==> src/rtl/uart_pkg.sv <==
// Shared definitions for the multi-format UART receiver.
// Holds the parity mode codes, the receive and read state encodings, the RX FIFO
// entry layout, the o_rdata bit-field offsets and the tick divisor helper.
package uart_pkg;

    localparam int unsigned PARITY_NONE = 0;
    localparam int unsigned PARITY_EVEN = 1;
    localparam int unsigned PARITY_ODD  = 2;

    localparam int unsigned ENTRY_W     = 10;
    localparam int unsigned RDATA_W     = 32;

    localparam int unsigned RD_DATA_LSB = 0;
    localparam int unsigned RD_PERR_BIT = 8;
    localparam int unsigned RD_FERR_BIT = 9;
    localparam int unsigned RD_OVR_BIT  = 10;
    localparam int unsigned RD_FILL_LSB = 16;
    localparam int unsigned RD_FILL_W   = 16;

    typedef enum logic [2:0] {
        ST_ARM,
        ST_IDLE,
        ST_START,
        ST_DATA,
        ST_PARITY,
        ST_STOP
    } rx_state_t;

    typedef enum logic [1:0] {
        RD_IDLE,
        RD_LOAD,
        RD_HOLD
    } rd_state_t;

    // One received byte plus its error status, as stored in the FIFO.
    typedef struct packed {
        logic       err_f;
        logic       err_p;
        logic [7:0] data;
    } rx_entry_t;

    // Clocks per 1/16 bit, truncated, never below one.
    function automatic int unsigned calc_div(input int unsigned clock_rate,
                                             input int unsigned baud_rate);
        int unsigned d;
        d = clock_rate / (baud_rate * 16);
        return (d == 0) ? 1 : d;
    endfunction

endpackage

==> src/rtl/uart_rx_fifo.sv <==
// Single-clock RX FIFO with registered read data.
// Ports: i_clock, i_reset (sync, active high), i_push/i_wdata write side,
// i_pop read side (o_rdata valid the cycle after a pop), o_empty, o_full, o_count.
// A push while full is accepted only when a pop happens in the same cycle.
module uart_rx_fifo #(
    parameter int unsigned WIDTH = 10,
    parameter int unsigned DEPTH = 32
) (
    input  logic                     i_clock,
    input  logic                     i_reset,
    input  logic                     i_push,
    input  logic [WIDTH-1:0]         i_wdata,
    input  logic                     i_pop,
    output logic [WIDTH-1:0]         o_rdata,
    output logic                     o_empty,
    output logic                     o_full,
    output logic [$clog2(DEPTH):0]   o_count
);

    localparam int unsigned AW = $clog2(DEPTH);
    localparam int unsigned CW = AW + 1;

    logic [WIDTH-1:0] mem [DEPTH];
    logic [AW-1:0]    wr_ptr;
    logic [AW-1:0]    rd_ptr;
    logic [CW-1:0]    count_nxt;
    logic             do_push;
    logic             do_pop;

    assign do_pop  = i_pop && !o_empty;
    assign do_push = i_push && (!o_full || do_pop);

    always_comb begin
        count_nxt = o_count;
        case ({do_push, do_pop})
            2'b10:   count_nxt = o_count + CW'(1);
            2'b01:   count_nxt = o_count - CW'(1);
            default: count_nxt = o_count;
        endcase
    end

    // Storage array, no reset needed.
    always_ff @(posedge i_clock) begin
        if (do_push) begin
            mem[wr_ptr] <= i_wdata;
        end
    end

    // Pointers, fill level and flags; flags are registered from the next count.
    always_ff @(posedge i_clock) begin
        if (i_reset) begin
            wr_ptr  <= '0;
            rd_ptr  <= '0;
            o_count <= '0;
            o_empty <= 1'b1;
            o_full  <= 1'b0;
            o_rdata <= '0;
        end else begin
            if (do_push) begin
                wr_ptr <= wr_ptr + AW'(1);
            end
            if (do_pop) begin
                o_rdata <= mem[rd_ptr];
                rd_ptr  <= rd_ptr + AW'(1);
            end
            o_count <= count_nxt;
            o_empty <= (count_nxt == '0);
            o_full  <= (count_nxt == CW'(DEPTH));
        end
    end

endmodule

==> src/rtl/uart_rx_multi.sv <==
// Memory-mapped UART receiver: 16x oversampling, 3-sample majority vote,
// configurable data/parity/stop format, per-byte error status, RX FIFO.
// Ports: i_clock, i_reset (sync, active high), i_enable (bus read request),
// o_rdata {fill[31:16], 0, overrun[10], err_f[9], err_p[8], data[7:0]},
// o_ready (read data valid), o_waiting (read pending on empty FIFO), UART_RX (async line).
module uart_rx_multi
    import uart_pkg::*;
#(
    parameter int unsigned CLOCK_RATE = 50000000,
    parameter int unsigned BAUD_RATE  = 9600,
    parameter int unsigned DATA_BITS  = 8,
    parameter int unsigned PARITY     = 0,
    parameter int unsigned STOP_BITS  = 1,
    parameter int unsigned FIFO_DEPTH = 32
) (
    input  logic        i_clock,
    input  logic        i_reset,
    input  logic        i_enable,
    output logic [31:0] o_rdata,
    output logic        o_ready,
    output logic        o_waiting,
    input  logic        UART_RX
);

    localparam int unsigned DIV = calc_div(CLOCK_RATE, BAUD_RATE);
    localparam int unsigned TW  = (DIV > 1) ? $clog2(DIV) : 1;
    localparam int unsigned CW  = $clog2(FIFO_DEPTH) + 1;
    localparam int unsigned BW  = 3;

    logic                  rx_meta;
    logic                  rx_s;
    logic [TW-1:0]         tick_cnt;
    logic                  tick;

    rx_state_t             state;
    logic [3:0]            s;
    logic [BW-1:0]         bit_idx;
    logic                  stop_idx;
    logic [DATA_BITS-1:0]  shreg;
    logic                  smp7;
    logic                  smp8;
    logic                  maj;
    logic                  err_p;
    logic                  err_f;
    logic                  f_last;
    logic                  par_bad;
    logic                  push_req;
    rx_entry_t             push_entry;

    rd_state_t             rd_state;
    logic                  rd_pop;
    logic                  overrun;
    logic                  overrun_set;
    logic [ENTRY_W-1:0]    fifo_rdata;
    logic                  fifo_empty;
    logic                  fifo_full;
    logic [CW-1:0]         fifo_count;
    logic [RDATA_W-1:0]    rdata_nxt;

    // Two-flop synchroniser. Resetting to 0 forces ARM to see a genuinely
    // idle line before the first start bit can be accepted.
    always_ff @(posedge i_clock) begin
        if (i_reset) begin
            rx_meta <= 1'b0;
            rx_s    <= 1'b0;
        end else begin
            rx_meta <= UART_RX;
            rx_s    <= rx_meta;
        end
    end

    // 16x oversampling tick enable.
    always_ff @(posedge i_clock) begin
        if (i_reset) begin
            tick_cnt <= '0;
        end else if (tick) begin
            tick_cnt <= '0;
        end else begin
            tick_cnt <= tick_cnt + TW'(1);
        end
    end

    assign tick = (tick_cnt == TW'(DIV - 1));

    // Majority of samples 7, 8 and the live sample 9.
    assign maj     = (smp7 & smp8) | (smp7 & rx_s) | (smp8 & rx_s);
    assign f_last  = err_f | ~maj;
    assign par_bad = (^{shreg, maj}) != (PARITY == PARITY_ODD);

    // Receive state machine; all actions happen on ticks.
    always_ff @(posedge i_clock) begin
        if (i_reset) begin
            state      <= ST_ARM;
            s          <= 4'd0;
            bit_idx    <= '0;
            stop_idx   <= 1'b0;
            shreg      <= '0;
            smp7       <= 1'b0;
            smp8       <= 1'b0;
            err_p      <= 1'b0;
            err_f      <= 1'b0;
            push_req   <= 1'b0;
            push_entry <= '0;
        end else begin
            push_req <= 1'b0;
            if (tick) begin
                if (s == 4'd7) begin
                    smp7 <= rx_s;
                end
                if (s == 4'd8) begin
                    smp8 <= rx_s;
                end
                s <= s + 4'd1;
                case (state)
                    ST_ARM: begin
                        if (rx_s) begin
                            state <= ST_IDLE;
                        end
                    end
                    ST_IDLE: begin
                        // The detecting tick counts as sample 0 of the start bit.
                        s <= 4'd1;
                        if (!rx_s) begin
                            state <= ST_START;
                            err_p <= 1'b0;
                            err_f <= 1'b0;
                        end
                    end
                    ST_START: begin
                        if (s == 4'd9 && maj) begin
                            state <= ST_IDLE;
                        end else if (s == 4'd15) begin
                            state   <= ST_DATA;
                            bit_idx <= '0;
                        end
                    end
                    ST_DATA: begin
                        // LSB first: shift new bits in at the top.
                        if (s == 4'd9) begin
                            shreg <= {maj, shreg[DATA_BITS-1:1]};
                        end
                        if (s == 4'd15) begin
                            if (bit_idx == BW'(DATA_BITS - 1)) begin
                                state    <= (PARITY != PARITY_NONE) ? ST_PARITY : ST_STOP;
                                stop_idx <= 1'b0;
                            end else begin
                                bit_idx <= bit_idx + BW'(1);
                            end
                        end
                    end
                    ST_PARITY: begin
                        if (s == 4'd9) begin
                            err_p <= par_bad;
                        end
                        if (s == 4'd15) begin
                            state    <= ST_STOP;
                            stop_idx <= 1'b0;
                        end
                    end
                    ST_STOP: begin
                        if (s == 4'd9) begin
                            err_f <= f_last;
                            if (stop_idx == 1'(STOP_BITS - 1)) begin
                                push_req         <= 1'b1;
                                push_entry.err_f <= f_last;
                                push_entry.err_p <= err_p;
                                push_entry.data  <= 8'(shreg);
                                // A low line here is a break: wait for idle.
                                state            <= rx_s ? ST_IDLE : ST_ARM;
                            end
                        end else if (s == 4'd15) begin
                            stop_idx <= stop_idx + 1'b1;
                        end
                    end
                    default: state <= ST_ARM;
                endcase
            end
        end
    end

    assign rd_pop      = (rd_state == RD_IDLE) && i_enable && !fifo_empty;
    assign overrun_set = push_req && fifo_full && !rd_pop;

    uart_rx_fifo #(
        .WIDTH (ENTRY_W),
        .DEPTH (FIFO_DEPTH)
    ) u_fifo (
        .i_clock (i_clock),
        .i_reset (i_reset),
        .i_push  (push_req),
        .i_wdata (push_entry),
        .i_pop   (rd_pop),
        .o_rdata (fifo_rdata),
        .o_empty (fifo_empty),
        .o_full  (fifo_full),
        .o_count (fifo_count)
    );

    // Read word assembled from the popped entry and the post-pop fill level.
    always_comb begin
        rdata_nxt                                = '0;
        rdata_nxt[RD_FILL_LSB +: RD_FILL_W]      = RD_FILL_W'(fifo_count);
        rdata_nxt[RD_OVR_BIT]                    = overrun;
        rdata_nxt[RD_FERR_BIT:RD_DATA_LSB]       = fifo_rdata;
    end

    // Bus read handshake: pop, load, then hold until i_enable drops.
    always_ff @(posedge i_clock) begin
        if (i_reset) begin
            rd_state  <= RD_IDLE;
            o_rdata   <= '0;
            o_ready   <= 1'b0;
            o_waiting <= 1'b0;
            overrun   <= 1'b0;
        end else begin
            if (overrun_set) begin
                overrun <= 1'b1;
            end
            case (rd_state)
                RD_IDLE: begin
                    o_ready <= 1'b0;
                    if (rd_pop) begin
                        rd_state  <= RD_LOAD;
                        o_waiting <= 1'b0;
                    end else begin
                        o_waiting <= i_enable;
                    end
                end
                RD_LOAD: begin
                    o_rdata <= rdata_nxt;
                    // A drop arriving this very cycle must survive the clear.
                    if (!overrun_set) begin
                        overrun <= 1'b0;
                    end
                    o_ready  <= i_enable;
                    rd_state <= i_enable ? RD_HOLD : RD_IDLE;
                end
                RD_HOLD: begin
                    if (!i_enable) begin
                        o_ready   <= 1'b0;
                        o_waiting <= 1'b0;
                        rd_state  <= RD_IDLE;
                    end
                end
                default: rd_state <= RD_IDLE;
            endcase
        end
    end

endmodule

==> config.mk <==
export PLATFORM = sky130hd
export DESIGN_NAME = uart_rx_multi
export DESIGN_NICKNAME = d
export VERILOG_FILES = /design/src/rtl/uart_pkg.sv /design/src/rtl/uart_rx_fifo.sv /design/src/rtl/uart_rx_multi.sv
export SDC_FILE = /design/constraint.sdc
export NUM_CORES = 1
export LEC_CHECK = 0
export ABC_CLOCK_PERIOD_IN_PS = 4200
export BUFFER_PORTS_ARGS = -buffer_cell sky130_fd_sc_hd__buf_2
export CAP_MARGIN = 20
export CORE_MARGIN = 2
export CORE_UTILIZATION = 40
export CTS_CLUSTER_SIZE = 16
export DETAILED_ROUTE_END_ITERATION = 7
export PLACE_DENSITY = 0.52
export SLEW_MARGIN = 20
export SYNTH_ARGS = -nofsm -noshare
export SYNTH_HDL_FRONTEND = slang
export SYNTH_HIERARCHICAL = 1
export SYNTH_SLANG_ARGS = --single-unit
==> constraint.sdc <==
create_clock -name i_clock -period 4.2 [get_ports i_clock]
set_clock_uncertainty 0.15 [all_clocks]
set_input_delay 0.21 -clock i_clock [delete_from_list [all_inputs] [get_ports i_clock]]
set_output_delay 0.21 -clock i_clock [all_outputs]
set_load 0.02 [all_outputs]
### Word level (Yosys, flattened, before mapping)

Memories as Yosys holds them, arrays and structs flattened. A register that Yosys moved wholly into a read port is not among the register bits.
Index checks and enable logic that the tools add are counted.

| storage, ports and cells | value |
|---|---|
| bits in registers | 85 |
| bits in writable memories | 320 |
| bits of input ports | 4 |
| output and inout bits | 34 |
| logic and storage cells | 156 |
| memories kept | 1 |

Memory list:

| memory | depth | width | read ports | clocked after Yosys merged registers in | write ports | line | source |
|---|---|---|---|---|---|---|---|
| u_fifo.mem | 32 | 10 | 1 | 1 | 1 | uart_rx_fifo.sv:23 | `logic [WIDTH-1:0] mem [DEPTH];` |

| operators by class | value |
|---|---|
| add/subtract/negate cells | 8 |
| eq/ne operators | 32 |
| mux-type cells | 43 |
| bitwise logic cells | 11 |
| reduce and logical (&&, ||, !) cells | 35 |

Operators by type and width:

| cell | count |
|---|---|
| two-way mux 3 bit | 13 |
| inequality test 2 bit (second input constant) | 15 |
| case mux 3 bit (6 select lines) | 1 |
| two-way mux 1 bit | 17 |
| equality test 4 bit (second input constant) | 3 |
| case mux 6 bit (2 select lines) | 1 |
| AND reduction 4 bit | 3 |
| adder 5 x 1 -> 5 bit (second input constant) | 2 |
| AND reduction 2 bit | 5 |
| adder 9 x 1 -> 9 bit (second input constant) | 1 |
| equality test 3 bit (second input constant) | 3 |
| equality test 9 bit (second input constant) | 1 |
| AND reduction 9 bit | 1 |
| XOR reduction 9 bit | 1 |
| nonzero test 2 bit | 4 |
| logical AND 1 bit | 7 |
| AND reduction 7 bit | 1 |
| adder 6 x 1 -> 6 bit (second input constant) | 1 |
| equality test 3 x 2 -> 1 bit (second input constant) | 2 |
| equality test 6 bit (second input constant) | 1 |
| logical NOT 6 bit | 1 |
| two-way mux 2 bit | 3 |
| case mux 1 bit (2 select lines) | 3 |
| case mux 1 bit (3 select lines) | 2 |
| other kinds (24) | 37 |

### Logic depth before layout (Yosys ltp)

| depth | value |
|---|---|
| word-level depth | 9 |
| depth in mapped cells | 15 |
| mapped depth without buffers | 14 |

### Cells and area by module

Netlist, hierarchy kept.

Modules (own cells, without submodules):

| module | instances | cells an instance | area each (sq um) | sequential area each (sq um) |
|---|---|---|---|---|
| uart_rx_fifo | 1 | 721 | 13689.4 | 10169.8 |
| uart_rx_multi | 1 | 348 | 3049.2 | 1341.3 |

### Least setup slack after synthesis

Ideal clock, no wire load.

| timing | value |
|---|---|
| kind | register to register |
| from | register rd_state[1] |
| to | register u_fifo.o_empty |
| library setup time | 0.115 ns |
| arrival time | 3.472 ns |
| required time | 3.935 ns |
| slack | 0.462 ns |
| stages on the path, launching flop included | 16 |
| path buffers | 1 |
| period minus slack after synthesis | 3.738 ns |
| cell sequence | dfxtp_1 -> nand2b_1 -> or3_1 -> inv_1 -> nand2b_1 -> a21boi_1 -> inv_1 -> ha_1 -> clkbuf_1 -> xor2_1 -> ha_1 -> a211o_1 -> and4_1 -> a221o_1 -> and3_1 -> a31o_1 |

| between the ends | value |
|---|---|
| longest elaborated chain between the ends | 9 |
| elaborated cells on any way between the ends | 10 |
| classes of those cells | eq/ne (2); mux (1); reduce/logical (7) |

Ends and longest elaborated chain:

| element | line | source |
|---|---|---|
| start, declared | uart_rx_multi.sv:50 | `rd_state_t rd_state;` |
| start signal, assigned | uart_rx_multi.sv:236 | `rd_state <= i_enable ? RD_HOLD : RD_IDLE;` |
| logical NOT 2 bit (*) | uart_rx_multi.sv:181 | `assign rd_pop = (rd_state == RD_IDLE) && i_enable && !fifo_empty;` |
| logical AND 1 bit (*) (2 in series) | uart_rx_multi.sv:181 |  |
| named net rd_pop | uart_rx_multi.sv:51 | `logic rd_pop;` |
| logical AND 1 bit (*) | uart_rx_fifo.sv:30 | `assign do_pop = i_pop && !o_empty;` |
| logical OR 1 bit | uart_rx_fifo.sv:31 | `assign do_push = i_push && (!o_full \|\| do_pop);` |
| logical AND 1 bit | uart_rx_fifo.sv:31 |  |
| equality test 2 x 1 -> 1 bit / equality test 2 bit (equally long branches) | uart_rx_fifo.sv:35 | `case ({do_push, do_pop})` |
| case mux 6 bit (2 select lines) (*) | uart_rx_fifo.sv:35 |  |
| logical NOT 6 bit (*) | uart_rx_fifo.sv:67 | `o_empty <= (count_nxt == '0);` |
| end signal, assigned | uart_rx_fifo.sv:67 |  |
| end, declared | uart_rx_fifo.sv:15 | `output logic o_empty,` |

The timed path passes the listed nets; every way through them passes the cells marked *.
A chain may end at the register's enable or synchronous reset.

### Worst setup path after layout

Ends and elaborated chain as after synthesis.

==> out/qor.yml <==
timing:
  post-route-worst-setup-slack_ps: 606
  slew_violations: 0
  tns_ps: 0
  whs_ps: 56.6
  rsz0062_at_grt: "no"
  fmax_mhz: 278
  fin_crit_sh_pct: 85.6
  hold_viol_final: 0
  worst_slew_pin_slew_ps: 895
  worst_slew_margin_rel_pct: 40.3
  min_period_ps: 3590
  setup_viol: 0
layout:
  area_growth_pct: 13.8
  design_area_mm2: 0.0191
  drive_above_1_share_pct: 20.0
  diodes: 0
  final_nets: 1152
  fill_cells: 3607
  final_cells: 1701
synth:
  synth_top_family_by_area: "multiplexers"
  ys_seq_area_share_pct: 68.8
  yosys.area_share.adder_pct: 1.19
  synth-simple-area-share_pct: 7.03
  async_flop_share_pct: 0
  synth_edf_count: 320
  synth_top_area_cell: "edfxtp_1"
  synth_compound_area_share_pct: 6.68
  muxShareOfSynthArea_pct: 11.8
  ys.flop_type: "edfxtp_1"
  synth_area_mm2: 0.0167
  ys_ff_latch: 415
  synthTopCellsByArea: "edfxtp_1 57%, dfxtp_1 11%, mux4_2 7.5%"
  syn_avg_cell_area_um2: 15.7
  ys_warn_count: 6
  synth_top_area_share_pct: 57.4
  synthCells: 1069
  synth_cell_types: 78
  synth_xor_area_share_pct: 1.49
placement:
  gp_congestion: 0.761
  placedCellCount: 1617
  place_area_mm2: 0.0176
  place_worst_setup_slack_ps: 636
  port_buffers: 22
  dp_hpwl_um: 21600
critical_path:
  cp_data_required_time_ps: 4510
  crit_fanout: 10
  startpoint_type: "flip-flop"
  critical_path_class: "flip-flop to flip-flop"
  cp-end-kind: "flip-flop"
  cp_data_arrival_time_ps: 3900
cts:
  cts_setup_buffers: 0
  htree_levels: 2
  cts_max_path_buffers: 3
  cts_made_buffers: 44
  path_clk_slew_ps: 60
  cts_root_buffer: "clkbuf_16"
  cts_sinks: 415
  cts_tree: "done"
  clock_latency_ps: 570
status:
  outcome: "finished clean"
floorplan:
  die_area_mm2: 0.0435
  initial_utilization_pct: 40.7
  coreArea_mm2: 0.0411
  die_h_um: 209
  core.rowCount: 74
  io_pins: 38
  die_x_um: 209
global_route:
  grt_pass1_vias: 8999
  grt_max_degree: 46
  grt.total_usage_pct: 16.9
  grt_pass1_wl_um: 55600
  overflow: 0
  antenna_found_initial: 0
power_and_ir_drop:
  worst_ir_drop_vdd_mv: 0.318
  cellPowerDensity_mw_per_mm2: 436
  leakagePower_uw: 0.00638
detailed_routing:
  drc_errors: 0
  wl_um: 35900
  ant_nets: 0
  routed_via_density: 5.25
  first_pass_iters: 5
  wl_per_cell_um: 21.1
  num_vias: 8934
  drt_iter0_markers: 654
hold_path:
  min_path_type: "input pin to flip-flop"
flow_run:
  maxCapViolCount: 0
==> cell usage in the layout (no fill, tap or decap), drive strengths merged, types with 4 or more instances in the layout <==
master and instances:
edfxtp 320, nor2 100, dfxtp 95, buf 79, mux2i 62, nand2 60
mux4 59, a21oi 57, clkbuf 52, clkinv 23, a22o 18, nand3 16
ha 15, conb 15, inv 15, xor2 13, xnor2 13, nor2b 11
a2111oi 11, nor3 10, a22oi 10, o221ai 10, nand3b 9, o22ai 9
o21ai 7, nand2b 6, a31oi 5, nand4 5, bufinv 4, or3b 4
==> state kept, by name, indices dropped and copies added, names as in the netlist, 2 cells and up <==
signal	flops
tick_cnt	9
bit_idx	3
u_fifo/o_rdata	10
s	4
u_fifo/rd_ptr	5
u_fifo/o_count	6
shreg	8
push_entry	10
u_fifo/mem	320
o_rdata	17
rd_state	2
u_fifo/wr_ptr	5
state	3
==> worst paths after layout <==
| path | from | to | slack (ps) | cells past startpoint |
|---|---|---|---|---|
| setup reg to reg | rd_state[1]$_SDFFE_PP0P_ | u_fifo/o_empty$_SDFF_PP1_ | 610 | 14 |
| hold reg to reg | rx_meta$_SDFF_PP0_ | rx_s$_SDFF_PP0_ | 290 | 1 |
| hold / removal | i_reset | u_fifo/o_count[2]$_SDFF_PP0_ | 60 | 2 |
| setup / recovery | rd_state[1]$_SDFFE_PP0P_ | u_fifo/o_empty$_SDFF_PP1_ | 610 | 14 |
==> metrics by stage <==
stage                     utilization, %  power (uW)
after floorplan                        -        4530
after global placement              42.8        4540
after detailed placement            42.8        4540
after CTS                           46.4        8420
after global routing                46.4        8600
final                               46.4        8300
==> what timing repair did <==
action	in CTS	in global routing
hold buffers	2	0
endpoints found under the setup margin	0	0
resized for setup	0	0
endpoints found under the hold margin	5	0
==> Yosys cell counts, drive strengths merged, types with 3 or more instances <==
cell type  number
o21ai           7
buf            45
nand4           5
dfxtp          95
or2             3
and3            3
a22o           18
a22oi          10
nand3          16
nor2          100
edfxtp        320
a31oi           5
or3b            4
a311oi          3
a21oi          57
o221ai         10
xor2           13
nand2          60
or3             3
nor3           10
xnor2          13
nor2b          11
nand2b          6
a211oi          3
nand3b          9
clkbuf         32
mux2i          62
o22ai           9
inv            13
mux4           59
a2111oi        11
ha             15
==> kinds of logic after synthesis <==
kind of cell	Yosys count
AND/OR/NAND/NOR	245
AO/OA/AOI/OAI	151
other	1
XOR/XNOR	27
multiplexers	123
adder cells (fa/ha/maj)	16
flip-flops	415
buffers and inverters	91
==> power breakdown <==
group / switching, uW / internal (uW)
Sequential: 8.96 / 4370
Clock: 1590 / 2260
Combinational: 51.2 / 24.4
Total: 1650 / 6650
==> layout make-up <==
class,count,area (um2),area share (%)
repair buffers,81,583,3.06
flip-flops and latches,415,11500,60.4
multi-input cells,577,4790,25.1
inverters,14,52.6,0.276
well taps,532,666,3.49
clock inverters,30,277,1.45
clock buffers,52,1170,6.16
==> worst max-delay path, cell delays in order (launching register included) <==
cell,delay (ps)
dfxtp_1,370
nand2b_1,200
or3_1,350
inv_1,70
nand2b_1,110
a21boi_1,210
inv_1,90
ha_1,320
xor2_1,210
ha_1,230
a211o_1,300
and4_1,210
a221o_1,290
and3_1,160
a31o_1,210
==> metal layers <==
layer  global-route usage [%]  share of wire, %  wire (um)  vias to the layer above
met4                     4.53               2.0        710                        0
met5                        0                 0          0                        -
li1                         -                 -          -                     4216
met1                     24.3                47      16700                     4531
met3                     3.23               4.0       1420                       41
met2                     26.5                47      17000                      146
(Power assumes the default switching activity.)
